$ cat src/rtl/mux2_1.sv
// mux2_1: 1-bit 2:1 mux (in,sel -> out, combinational) plus clk/reset_n observation stage (out_q, saturating sel_toggles)
module mux2_1 #(
  parameter int CNT_W = 8
) (
  input  logic             clk,
  input  logic             reset_n,
  input  logic [1:0]       in,
  input  logic             sel,
  output logic             out,
  output logic             out_q,
  output logic [CNT_W-1:0] sel_toggles
);
  logic             sel_prev_q, sel_prev_d;
  logic [CNT_W-1:0] cnt_q, cnt_d;
  assign out = (in[0] & ~sel) | (in[1] & sel) | (in[0] & in[1]);
  assign sel_toggles = cnt_q;
  always_comb begin
    sel_prev_d = sel;
    cnt_d = (sel != sel_prev_q && cnt_q != '1) ? cnt_q + CNT_W'(1) : cnt_q;
  end
  always_ff @(posedge clk) begin
    if (!reset_n) begin
      out_q <= 1'b0;
      sel_prev_q <= 1'b0;
      cnt_q <= '0;
    end else begin
      out_q <= out;
      sel_prev_q <= sel_prev_d;
      cnt_q <= cnt_d;
    end
  end
endmodule

$ cat config.mk
export PLATFORM = sky130hd
export DESIGN_NAME = mux2_1
export DESIGN_NICKNAME = d
export VERILOG_FILES = /design/src/rtl/mux2_1.sv
export SDC_FILE = /design/constraint.sdc
export NUM_CORES = 1
export LEC_CHECK = 0
export CAP_MARGIN = 0
export CORE_AREA = 2 2 39 41
export DETAILED_ROUTE_END_ITERATION = 8
export DIE_AREA = 0 0 41 43
export HOLD_SLACK_MARGIN = 0.12
export PLACE_DENSITY = 0.74
export SLEW_MARGIN = 20
export SYNTH_ARGS = -nofsm -noshare
export SYNTH_HDL_FRONTEND = slang
export SYNTH_SLANG_ARGS = --single-unit
$ cat constraint.sdc
create_clock -name clk -period 1.8 [get_ports clk]
set_input_delay 0.54 -clock clk [delete_from_list [all_inputs] [get_ports clk]]
set_output_delay 0.54 -clock clk [all_outputs]
set_load 0.05 [all_outputs]
### After elaboration in Yosys (flattened, before gate mapping)

Index checks and enable logic that the tools add are counted.

* output and inout port bits: 10
* register bits after elaboration: 10
* bits of input ports: 5
* logic and storage cells: 13

* add/subtract/negate cells: 1
* bitwise gates (word level): 6
* reductions and logical operators: 1
* equal/unequal tests: 2

Operators by type and width (number)
* $add A8 B1 Y8 const B: 1
* $ne A8 B8 Y1 const B: 1
* $and A1 B1 Y1: 3
* $or A1 B1 Y1: 2
* $logic_and A1 B1 Y1: 1
* $ne A1 B1 Y1: 1
* $not A1 Y1: 1

### Longest topological paths before layout

* word-level depth: 4
* gate-level depth with buffers: 4
* depth with buffers taken out: 4

### Worst setup path after synthesis

Ideal clock, no wire load.

* kind: flip-flop to flip-flop
* start: register cnt_q[5], in the netlist sel_toggles[5]
* end: register cnt_q[7], in the netlist sel_toggles[7]
* library setup time: 0.122 ns
* cell stages (with the launch flop): 4
* buffers on the path: 0
* arrival time: 1.438 ns
* data required time: 1.678 ns
* setup slack: 0.240 ns
* period minus slack after synthesis: 1.560 ns
* path through: dfxtp_1 and3_1 nand3_1 o311a_1

* longest elaborated chain between the ends: 2
* elaborated cells between the ends (all ways): 3
* classes of those cells: add/sub: 1; eq/ne: 1; reduce/logical: 1

Ends and longest elaborated chain
* start, declared: RTL line 14 `logic [CNT_W-1:0] cnt_q, cnt_d;`
* start signal, assigned: RTL line 29 `cnt_q <= cnt_d;`
* branches (longest 2 deep; another with $add A8 B1 Y8)

Parallel ways; which one is timed is not known.
A chain may end at the register's enable or synchronous reset.

### Worst setup path after layout

* start: input port sel
* end: output port out

* longest elaborated chain between the ends: 4
* elaborated cells between the ends (all ways): 5
* classes of those cells: bitwise: 5

Ends and longest elaborated chain
* start, declared: RTL line 8 `input logic sel,`
* $not A1 Y1: RTL line 15 `assign out = (in[0] & ~sel) | (in[1] & sel) | (in[0] & in[1]);`
* $and A1 B1 Y1: RTL line 15
* $or A1 B1 Y1 * (2 in series): RTL line 15
* end, declared: RTL line 9 `output logic out,`

Mark *: on every way between the ends. The rest lies on a longest branch, timed or not.

==> impl_summary.txt <==
----------------------------------------------------
[Synth]
  Fraction of registers with async set/reset ... 0%
  Mapped Avg Cell Area ... between 9 and 10 um^2
  Top-area cell type share of the netlist area ... 39.7%
  Synth top cells by count ... sky130_fd_sc_hd__dfxtp_1 (10), sky130_fd_sc_hd__nand2_1 (7), sky130_fd_sc_hd__a21oi_1 (3), sky130_fd_sc_hd__and3_1 (3), sky130_fd_sc_hd__nand3_1 (3)
  Most area-consuming cells after synthesis ... sky130_fd_sc_hd__dfxtp_1 (40%), sky130_fd_sc_hd__nand2_1 (5.2%), sky130_fd_sc_hd__mux2i_1 (4.0%)
  Syn. warnings ... 0
  Seq/Total Area, Yosys ... approximately two fifths
  Dominant cell type by area after synthesis ... sky130_fd_sc_hd__dfxtp_1
  Post-synthesis instance total ... between 50 and 60
  Synth cell types ... 27
  Mapped Nets ... 60
  Library cell with the highest instance count after synthesis ... sky130_fd_sc_hd__dfxtp_1
  Syn Std Cell Area ... 504 um^2
  Count of flip-flops with a built-in enable after synthesis ... 0
  Count of state elements after synthesis ... 10
  Main flop type after synthesis ... sky130_fd_sc_hd__dfxtp_1

[Critical path]
  Worst path required time ... about 1.3 ns
  Path depth of the worst reg2reg path ... 4
  Critical setup path kind ... in -> out
  Crit path cell chain ... clkdlybuf4s15_1 -> mux2_4 -> buf_8
  Critical path peak fanout ... 2
  R2r startpoint ... sel_toggles[0]
  Crit Reg-Reg Endpoint ... sel_toggles[0]
  Largest delay share family, worst path ... buffers and inverters
  Register-to-register path setup slack ... approximately 0.35 ns
  Element type at the critical path end ... output port
  Max incr delay on CP ... 0.32 ns
  Worst Path Arrival ... 1.21 ns
  Cell with the largest stage delay on the worst path ... sky130_fd_sc_hd__mux2_4
  Count of buffering cells on the critical path with inverters included ... 2
  Launching element type of the critical path ... input port

[Layout]
  Layout Area Growth over Synthesis ... 60.3%
  Diode count ... 0
  Final design utilization ... approximately 60%
  Fraction of layout cells with a size suffix above 1 ... 28.9%
  Number of nets in the finished design ... 84

[Run]
  Max cap viols ... 0

[Floorplanning]
  Core Region ... ~1400 um^2
  Initial core utilization ... 36.4%
  Die area ... approximately 1800 um^2
  Die height ... about 43 um
  Die boundary width ... between 40 and 50 um
  Boundary Pins ... 15
  Number of core rows ... 14

[Global routing]
  Wire length of the first global-routing pass ... roughly 1800 um
  Initial antenna violation count ... 0
  Number of global-route vias before repair ... ~450
  Overall routing resource usage ... between 15 and 20%
  Sum of overflow across all layers after global routing ... 0
  Maximum number of pins on one net before global-route repair ... 10

[Routing]
  DRC viols ... 0
  Total via count in the routed design ... 494
  Detail Route Antenna Nets ... 0
  Wirelength, routed ... ~1100 um
  Via/cell ratio ... 5.37
  Detailed-router iteration count before antenna repair ... 4
  Number of DRC markers in iteration 0 ... 4
  Post-DR wirelength/cell ... about 12 um

[STA]
  Sum of negative setup slack ... 0 ns
  Worst slew slack as a fraction of its limit ... approximately 74%
  Setup-failing EPs final ... 0
  Tcrit/Tclk final ... between 90 and 100%
  Worst Clk Skew ... 0.00159 ns
  Fin crit period ... between 1.5 and 2 ns
  Worst Hold Slack ... between 0.5 and 0.6 ns
  PnR worst setup slack ... ~0.045 ns
  Achievable Freq ... about 0.57 GHz
  Pins Over Slew Limit ... 0
  Worst Tran Pin Value ... 0.388 ns
  Setup repair after global routing missed its margin ... no
  Number of failing hold endpoints at the final stage ... 0

[Power]
  Portion of total power attributed to combinational logic ... about a quarter
  P_int ... ~0.37 mW
  Switching power share of the total ... approximately 29%
  Net switching power figure ... between 0.15 and 0.2 mW
  Reported leakage power ... roughly 0.32 nW
  Part of the total power dissipated in sequential elements ... between 40% and 50%
  Power per standard cell area ... around 650 nW/um^2
  Highest ir drop seen on vdd ... approximately 0.46 mV
  Share of total power in the clock network ... between 20% and 30%
  Design Power ... 0.524 mW

[Status]
  Outcome ... completed

[Clock network]
  Setup fix buffers added after clock tree synthesis ... 0
  Cts bufs inserted ... 3
  Largest buffer count on any clock path ... 2
  Later-pin clock latency in the skew report ... between 0.2 and 0.3 ns
  Count of clock tree sinks ... 10
  H-tree depth reported by CTS ... 1
  CTS tree ... built
  Clock transition at the register clock pins on the worst setup and hold paths after CTS ... 0.06 ns
  Cts-stage hold buffer count ... 0
  Clk Tree Root Cell ... sky130_fd_sc_hd__clkbuf_4

[Worst hold path]
  Hold Crit Endpoint ... sel_toggles[1]
  Hold Crit Class ... reg -> reg
  Hold depth ... 2
  Worst hold start ... sel_toggles[1]

[Placed design]
  DP Worst Slack ... -0.300 ns
  Detail Placement HPWL ... 858 um
  Final RePlAce weighted congestion ... 0.781
  Input/output buffers ... 14

----------------------------------------------------
## power groups by stage
stage,clock [mW],sequential (mW),combinational [mW]
floorplan,0,0.272,0.0366
global placement,0,0.249,0.125
detailed placement,0,0.249,0.127
CTS,0.156,0.244,0.129
global route,0.168,0.246,0.137
finish,0.152,0.244,0.128
## stage by stage
step,cells,cell area (um^2)
CTS,92,808
global route,92,808
global placement,89,777
finish,92,808
detailed placement,89,777
floorplan,54,504
## placed cells by master (no fill, tap or decap), types with 2 or more instances in the layout
| cell type | count |
|---|---|
| sky130_fd_sc_hd__dlygate4sd2_1 | 2 |
| sky130_fd_sc_hd__nor3_1 | 2 |
| sky130_fd_sc_hd__a21oi_1 | 3 |
| sky130_fd_sc_hd__clkbuf_4 | 3 |
| sky130_fd_sc_hd__buf_4 | 6 |
| sky130_fd_sc_hd__a31oi_1 | 2 |
| sky130_fd_sc_hd__mux2i_1 | 2 |
| sky130_fd_sc_hd__and2_1 | 2 |
| sky130_fd_sc_hd__inv_1 | 2 |
| sky130_fd_sc_hd__buf_12 | 8 |
| sky130_fd_sc_hd__nand3_1 | 3 |
| sky130_fd_sc_hd__dfxtp_1 | 10 |
| sky130_fd_sc_hd__and3_1 | 3 |
| sky130_fd_sc_hd__nand2_1 | 7 |
| sky130_fd_sc_hd__a211oi_1 | 2 |
## logic make-up (layout without fill, tap and decap cells)
| kind of cell | after synthesis | count (layout) | share of synthesized area, % |
|---|---|---|---|
| DFF | 10 | 10 | 39.7 |
| adders and majority gates | 1 | 1 | 2.48 |
| muxes | 3 | 3 | 6.20 |
| and+or+nand+nor | 24 | 24 | 26.6 |
| xor gates and xnor gates | 2 | 2 | 4.96 |
| AOI/OAI and AO/OA | 12 | 12 | 18.6 |
| buffers and inverters | 2 | 24 | 1.49 |
## area by class of cell
cell class,instances,area [um^2]
fill,114,576
multi-input combinational,42,300
timing repair buffer,19,258
sequential,10,200
clock buffer,3,22.5
tap,16,20.0
inverter,2,7.51
## worst reg2reg max path, delay by kind of cell (launching register included)
kind                       cells  cell delay (ns)
and+or+nand+nor                1             0.26
muxes                          1             0.22
AOI/OAI and AO/OA              1             0.27
DFF                            1             0.37
adders and majority gates      1             0.26
## layer usage
metal	track usage [%]	part of all wire, %
met1	18.8	43
met2	21.3	49
met3	6.28	4.7
met4	12.7	3.4
met5	0	0
## sequential cells by signal, indices dropped and copies added, names as in the netlist
name	count
out_q	1
sel_toggles	8
sel_prev_q	1
## timing repair
action | in CTS | in global routing
setup endpoints to repair | 1 | 0
gates resized for setup | 7 | 0
endpoints found under the hold margin | 0 | 0
## worst max-delay path by stage
| stage | end | cells after the start | start |
|---|---|---|---|
| after floorplan | sel_toggles[7] | 3 | sel_toggles[5] |
| after global placement | out | 3 | sel |
| after detailed placement | out | 3 | sel |
| after CTS | out | 3 | sel |
| after global routing | out | 3 | sel |
| final | out | 3 | sel |
(Power assumes the default switching activity.)
